**src/rtl/systolic_row_feeder_pkg.sv**
```systemverilog
// systolic_pkg: shared defaults, feeder FSM encoding and lane slicing helper.
package systolic_pkg;
    localparam int N_DEF = 4;
    localparam int D_BW_DEF = 8;
    typedef enum logic [1:0] {ST_IDLE = 2'd0, ST_STREAM = 2'd1, ST_DRAIN = 2'd2} state_t;
    function automatic int lane_lo(input int lane, input int w);
        return lane * w;
    endfunction
endpackage

```
**src/rtl/systolic_row_feeder_skew.sv**
```systemverilog
// skew_delay_line: DEPTH-stage shift register of {vld, data} with synchronous clear.
module skew_delay_line #(
    parameter int DEPTH = 1,
    parameter int D_BW  = 8
) (
    input  logic            en_clk,
    input  logic            clr_i,
    input  logic            vld_i,
    input  logic [D_BW-1:0] data_i,
    output logic            vld_o,
    output logic [D_BW-1:0] data_o
);
    logic [DEPTH-1:0]           vld_q;
    logic [DEPTH-1:0][D_BW-1:0] data_q;
    always_ff @(posedge en_clk) begin
        if (clr_i) begin
            vld_q  <= '0;
            data_q <= '0;
        end else begin
            vld_q[0]  <= vld_i;
            data_q[0] <= data_i;
            for (int k = 1; k < DEPTH; k++) begin
                vld_q[k]  <= vld_q[k-1];
                data_q[k] <= data_q[k-1];
            end
        end
    end
    assign vld_o  = vld_q[DEPTH-1];
    assign data_o = data_q[DEPTH-1];
endmodule

```
**src/rtl/systolic_row_feeder.sv**
```systemverilog
// systolic_row_feeder: diagonally skews accepted activation vectors onto the array rows
// and sequences burst control (busy/done/beat count).
module systolic_row_feeder
    import systolic_pkg::*;
#(
    parameter int N      = N_DEF,
    parameter int D_BW   = D_BW_DEF,
    parameter int CNT_BW = 16
) (
    input  logic                en_clk,
    input  logic                rst,
    input  logic                start,
    input  logic                s_valid,
    output logic                s_ready,
    input  logic                s_last,
    input  logic [N*D_BW-1:0]   s_data,
    output logic [N*D_BW-1:0]   a_data,
    output logic [N-1:0]        a_vld,
    output logic                busy,
    output logic                done,
    output logic [CNT_BW-1:0]   beat_cnt
);
    localparam int DW = $clog2(N) + 1;
    state_t            state_q, state_d;
    logic [DW-1:0]     drain_q, drain_d;
    logic [CNT_BW-1:0] beat_q, beat_d;
    logic              accept;
    assign s_ready  = state_q == ST_STREAM;
    assign accept   = s_valid && s_ready;
    assign busy     = state_q != ST_IDLE;
    assign done     = state_q == ST_DRAIN && drain_q == '0;
    assign beat_cnt = beat_q;
    always_comb begin
        state_d = state_q;
        drain_d = drain_q;
        beat_d  = beat_q;
        if (state_q == ST_IDLE && start) begin
            state_d = ST_STREAM;
            beat_d  = '0;
        end
        if (accept) begin
            beat_d = &beat_q ? beat_q : beat_q + CNT_BW'(1);
            if (s_last) begin
                state_d = ST_DRAIN;
                drain_d = DW'(N - 1);
            end
        end
        if (state_q == ST_DRAIN) begin
            state_d = drain_q == '0 ? ST_IDLE : ST_DRAIN;
            drain_d = drain_q == '0 ? drain_q : drain_q - DW'(1);
        end
    end
    always_ff @(posedge en_clk) begin
        if (rst) begin
            state_q <= ST_IDLE;
            drain_q <= '0;
            beat_q  <= '0;
        end else begin
            state_q <= state_d;
            drain_q <= drain_d;
            beat_q  <= beat_d;
        end
    end
    // Non-accepted cycles inject zero bubbles so flushed slots add nothing to PE sums.
    for (genvar g = 0; g < N; g++) begin : g_lane
        logic [D_BW-1:0] in_d;
        assign in_d = accept ? s_data[lane_lo(g, D_BW) +: D_BW] : '0;
        skew_delay_line #(.DEPTH(g + 1), .D_BW(D_BW)) u_dl (
            .en_clk (en_clk),
            .clr_i  (rst),
            .vld_i  (accept),
            .data_i (in_d),
            .vld_o  (a_vld[g]),
            .data_o (a_data[lane_lo(g, D_BW) +: D_BW])
        );
    end
endmodule
```
**config.mk**
```make
export PLATFORM = sky130hd
export DESIGN_NAME = systolic_row_feeder
export DESIGN_NICKNAME = d
export VERILOG_FILES = /design/src/rtl/systolic_row_feeder_pkg.sv /design/src/rtl/systolic_row_feeder_skew.sv /design/src/rtl/systolic_row_feeder.sv
export SDC_FILE = /design/constraint.sdc
export NUM_CORES = 1
export LEC_CHECK = 0
export BUFFER_PORTS_ARGS = -buffer_cell sky130_fd_sc_hd__buf_2
export CORE_MARGIN = 5
export CORE_UTILIZATION = 52
export DETAILED_ROUTE_END_ITERATION = 8
export PLACE_DENSITY = 0.86
export SYNTH_ARGS = -nofsm -noshare
export SYNTH_HDL_FRONTEND = slang
export SYNTH_SLANG_ARGS = --single-unit
```
**constraint.sdc**
```tcl
create_clock -name en_clk -period 2.1 [get_ports en_clk]
set_clock_uncertainty 0.2 [all_clocks]
set_input_delay 0.21 -clock en_clk [delete_from_list [all_inputs] [get_ports en_clk]]
set_output_delay 0.21 -clock en_clk [all_outputs]
set_load 0.01 [all_outputs]
```
## After elaboration in Yosys (flattened, before gate mapping)

Cells that the tools add are included.

- Register bits: 111
- Output and inout port bits: 55
- Logic and storage cells: 49
- Bits of input ports: 37

- Reduce and logical (&&, ||, !) cells: 13
- Bitwise operators: 1
- Equality and inequality tests: 4
- Add/sub/neg operators: 2
- Mux-type cells: 12

Operator list:

| operator | count |
|---|---|
| 16-bit two-way mux | 3 |
| 16-bit by 1-bit adder with 16-bit output (second input constant) | 1 |
| 16-bit AND reduction | 1 |
| 3-bit two-way mux | 4 |
| 2-bit two-way mux | 5 |
| 2-bit nonzero test | 4 |
| 2-bit inequality test (second input constant) | 2 |
| 1-bit logical AND | 3 |
| 3-bit zero test | 1 |
| 3-bit AND reduction | 1 |
| 3-bit by 1-bit subtractor with 3-bit output (second input constant) | 1 |
| 2-bit by 1-bit == test with 1-bit output (second input constant) | 1 |
| 2-bit == test (second input constant) | 1 |
| 2-bit zero test | 1 |
| 2-bit AND reduction | 1 |
| 2-bit OR reduction | 1 |
| 1-bit inverter | 1 |

## Longest topological paths before layout

- Depth in word-level cells: 6
- Depth in mapped cells: 7
- Depth with buffers taken out: 7

## Modules after synthesis

Synthesis repeated with hierarchy kept, for this count alone.

- Cells, all modules: 393
- Area, all modules: 4112.7 um2

By module, submodules not included:

| module | cells each | times used | area an instance (um2) | sequential area each (um2) |
|---|---|---|---|---|
| systolic_row_feeder | 183 | 1 | 1462.7 | 420.4 |
| skew_delay_line at g_lane[3].u_dl | 83 | 1 | 1054.8 | 720.7 |
| skew_delay_line at g_lane[2].u_dl | 64 | 1 | 809.5 | 540.5 |
| skew_delay_line at g_lane[1].u_dl | 45 | 1 | 549.3 | 360.3 |
| skew_delay_line at g_lane[0].u_dl | 18 | 1 | 236.5 | 180.2 |

## Worst setup path after synthesis

No wires, ideal clock.

- Path kind: register to register
- Start point: register beat_q[0] (netlist: beat_cnt[0])
- End point: register beat_q[10] (netlist: beat_cnt[10])
- Cell stages (with the launch flop): 7
- Slack: 125 ps
- Arrival: 1693 ps
- Clock period less this slack: 1975 ps
- Required time: 1818 ps
- Setup time: 82 ps
- Buffers on the path: 1
- Path through: dfxtp_1 -> ha_1 -> and4_1 -> and4_1 -> buf_6 -> or4_1 -> o221ai_1

- Word-level cells in the longest chain between the ends: 3
- Elaborated cells on any way between the ends: 6
- Classes of those cells: 1 x add/sub; 1 x eq/ne; 2 x mux; 2 x reduce/logical

RTL lines:

| what | RTL line | RTL |
|---|---|---|
| start, declared | systolic_row_feeder.sv:26 | `logic [CNT_BW-1:0] beat_q, beat_d;` |
| start signal, assigned | systolic_row_feeder.sv:61 | `beat_q <= beat_d;` |
| 16-bit by 1-bit adder with 16-bit output / 16-bit AND reduction (equally long branches) | systolic_row_feeder.sv:42 | `beat_d = &beat_q ? beat_q : beat_q + CNT_BW'(1);` |
| 16-bit two-way mux / 2-bit inequality test (equally long branches) | -- |  |
| 16-bit two-way mux / 2-bit AND reduction (equally long branches) | -- |  |

Several ways; a longest one is shown, not always the timed one. The select of a mux whose other input is x is not followed.
A chain may end at the register's enable or synchronous reset.

## Final worst setup path

Ends and elaborated chain as after synthesis.

==> flow_summary_export.csv <==
group,metric,value,unit
run_status,status,"finished clean",
logic_synthesis,synth_area_per_cell,10.47,um^2
detailed_routing,drt_first_pass_iters,4,
cts,cts_inserted_buffers,9,
floorplan,std_cell_rows,30,
logic_synthesis,synthMuxAreaShare,0.2692,%
cts,htreeDepth,3,
floorplan,fp.coreArea,6869,um^2
timing,worst_slew_pin_slew,0.5705,ns
power_and_ir_drop,ir_worst_vdd,344.9,uV
logic_synthesis,yosys.area_share.simple,23.86,%
place,place_congestion,0.8539,
hold_path,hold_class,"input pin to register",
finish,final_nets,493,
global_route,grt_pass1_wl,12180,um
timing,finalSetupTns,0,ns
logic_synthesis,yosysTopAreaCell,"dfxtp_1",
cts,clk_pin_slew,0.12,ns
logic_synthesis,ys_seq_area_share,56.53,%
detailed_routing,wl,7691,um
logic_synthesis,synth_top_family_by_area,"simple AND/OR/NAND/NOR gates",
logic_synthesis,synthArstFlopShare,0,%
worst_setup_path,critical_path_class,"register to register",
place,dpl_cell_area,4063,um^2
global_route,antenna_found_initial,2,
worst_setup_path,cp_max_fo,11,
worst_setup_path,endpoint_kind,"register",
timing,slew_violations,0,
detailed_routing,num_vias,2734,
cts,cts_tree,"done",
cts,clockRootBuffer,"clkbuf_8",
place,dpl.hpwl,4908,um
logic_synthesis,synth_fa_ha_area_share,1.009,%
detailed_routing,first_iter_violations,54,
logic_synthesis,synth_compound_area_share,8.210,%
floorplan,die_y,94.57,um
worst_setup_path,critPathArrivalTime,2.03,ns
finish,drive_gt1_share,28.60,%
place,portBuffers,91,
timing,finalCriticalPeriod,1.934,ns
global_route,overflow,0,
timing,setup_viol,0,
finish,synthToLayoutAreaGrowth,23.75,%
global_route,track_usage,17.65,%
floorplan,die-area,8943,um^2
timing,finalHoldViolations,0,
logic_synthesis,synth_top_area_share,56.53,%
logic_synthesis,synth-seq-cells,105,
logic_synthesis,synth_area_leaders,"dfxtp_1 57%, nor2b_1 8.7%, and3_1 5.7%",
logic_synthesis,synth.distinct_cells,46,
logic_synthesis,synth_xor_area_share,0.4711,%
floorplan,io-pin-count,92,
logic_synthesis,syn_area,3719,um^2
detailed_routing,drc,0,
cts,clkLatencyLatePin,0.36,ns
logic_synthesis,synthFlopType,"dfxtp_1",
timing,timing.fmax,517.1,MHz
worst_setup_path,crit_required,2.19,ns
finish,n_fill_cell,549,
cts,clockBufferDepth,2,
detailed_routing,avgRoutedWirePerCell,13.81,um
power_and_ir_drop,power_density,760.7,nW/um^2
power_and_ir_drop,power.leakage,2.127,nW
logic_synthesis,synth_nets,395,
cts,cts_sinks,105,
timing,fin_crit_sh,92.09,%
run,max_cap_violations,0,
timing,rsz0062_at_grt,"no",
logic_synthesis,yosys_warnings,0,
finish,finalInstanceArea,4602,um^2
detailed_routing,ant_nets,0,
global_route,grt_pass1_vias,2586,
cts,cts_setup_buffers,0,
floorplan,die_x,94.57,um
global_route,grt_max_degree,61,
detailed_routing,viasPerCell,4.908,
finish,utilization,66.99,%
logic_synthesis,synth_edf_count,0,
worst_setup_path,critPathLaunchType,"register",
timing,slew_headroom,61.97,%
logic_synthesis,syn_inst,355,
floorplan,start_util,54.13,%
## kinds of logic (layout without fill, tap and decap cells)
family	count (synthesis)	in the layout
other	0	3
AND/OR/NAND/NOR	144	144
AO/OA/AOI/OAI	39	39
flip-flops	105	105
adder cells (fa/ha/maj)	3	3
multiplexers	1	1
buffers and inverters	61	164
XOR/XNOR	2	2
## worst paths after layout
| check | from | to | slack, ns | depth (start not counted) |
|---|---|---|---|---|
| worst max register to register | beat_cnt[0] | beat_cnt[10] | 0.17 | 6 |
| worst min-delay path | s_last | state_q[0] | 0.03 | 4 |
| worst min register to register | g_lane[2].u_dl.data_q[3] | g_lane[2].u_dl.data_q[11] | 0.24 | 1 |
| worst max-delay path | beat_cnt[0] | beat_cnt[10] | 0.17 | 6 |
## Yosys cell counts (2+ instances only)
cell type / instances
dfxtp_1: 105
nor2b_1: 52
and3_1: 34
buf_4: 28
inv_1: 15
clkbuf_1: 12
nand2_1: 10
nand4_1: 9
o211ai_1: 7
a21oi_1: 6
nand3_1: 6
nor2_1: 5
nor3_1: 5
o211ai_2: 5
a31oi_1: 4
and4_1: 4
o21ai_0: 4
a211oi_1: 3
and2_1: 3
buf_6: 3
ha_1: 3
a31oi_2: 2
and3b_1: 2
buf_2: 2
nand2b_1: 2
nor4_1: 2
o31a_1: 2
or4_1: 2
## final cells by class
| class | count | area, um^2 | share of cell area (%) |
|---|---|---|---|
| flip-flops and latches | 105 | 2102 | 45.68 |
| multi-input cells | 189 | 1259 | 27.35 |
| repair buffers | 132 | 843.3 | 18.33 |
| clock buffers | 9 | 123.9 | 2.692 |
| well taps | 96 | 120.1 | 2.610 |
| clock inverters | 7 | 86.33 | 1.876 |
| inverters | 16 | 60.06 | 1.305 |
| diodes | 3 | 7.507 | 0.1631 |
## what timing repair did
| item | in CTS | in global routing |
|---|---|---|
| hold endpoints to repair | 32 | 0 |
| hold buffers | 32 | 0 |
| setup endpoints to repair | 0 | 1 |
| resized for setup | 0 | 1 |
## stage by stage
step | hold slack (ns) | cells | power, mW | setup WS, ns
floorplan | 0.1625 | 355 | 2.189 | 0.1245
global placement | 0.2168 | 506 | 2.253 | 0.1910
detailed placement | 0.2204 | 506 | 2.261 | 0.1447
CTS | 0.02043 | 554 | 3.534 | 0.1112
global route | 0.03154 | 556 | 3.661 | 0.03910
finish | 0.03021 | 557 | 3.501 | 0.1661
## flip-flops by register name, indices dropped and copies added, names as in the netlist
signal / flops
g_lane.u_dl.data_q: 48
g_lane.u_dl.data_o: 32
beat_cnt: 16
g_lane.u_dl.vld_q: 4
drain_q: 3
state_q: 2
## layer usage
layer  GRT usage, %  wire (um)  vias to the layer above
met1          20.29       3161                     1253
li1               -          -                     1382
met2          30.56       3962                       84
met4          9.255        208                        0
met3          3.984        359                       15
met5              0          0                        -
## power breakdown
group	internal, mW	total, mW	leakage, nW	switching [mW]
clock network	0.480	1.24	0.105	0.757
registers	2.02	2.04	0.848	0.0148
logic	0.114	0.226	1.17	0.112
## layout by cell type (no fill, tap or decap), drive strengths merged, types with 5 or more instances in the layout
master,netlist,final
dfxtp,105,105
buf,33,100
nor2b,52,52
and3,35,35
dlygate4sd3,0,32
inv,16,19
o211ai,12,12
nand2,10,10
nand4,10,10
clkbuf,12,9
a21oi,6,6
nand3,6,6
a31oi,6,6
nor3,5,5
nor2,5,5
o21ai,5,5
and4,5,5
## critical path, stage by stage (launching register included)
cell	delay [ns]
dfxtp_1	0.36
ha_1	0.21
and4_1	0.28
and4_2	0.35
o211ai_2	0.10
buf_4	0.21
o221ai_1	0.17
(Power assumes the default switching activity.)
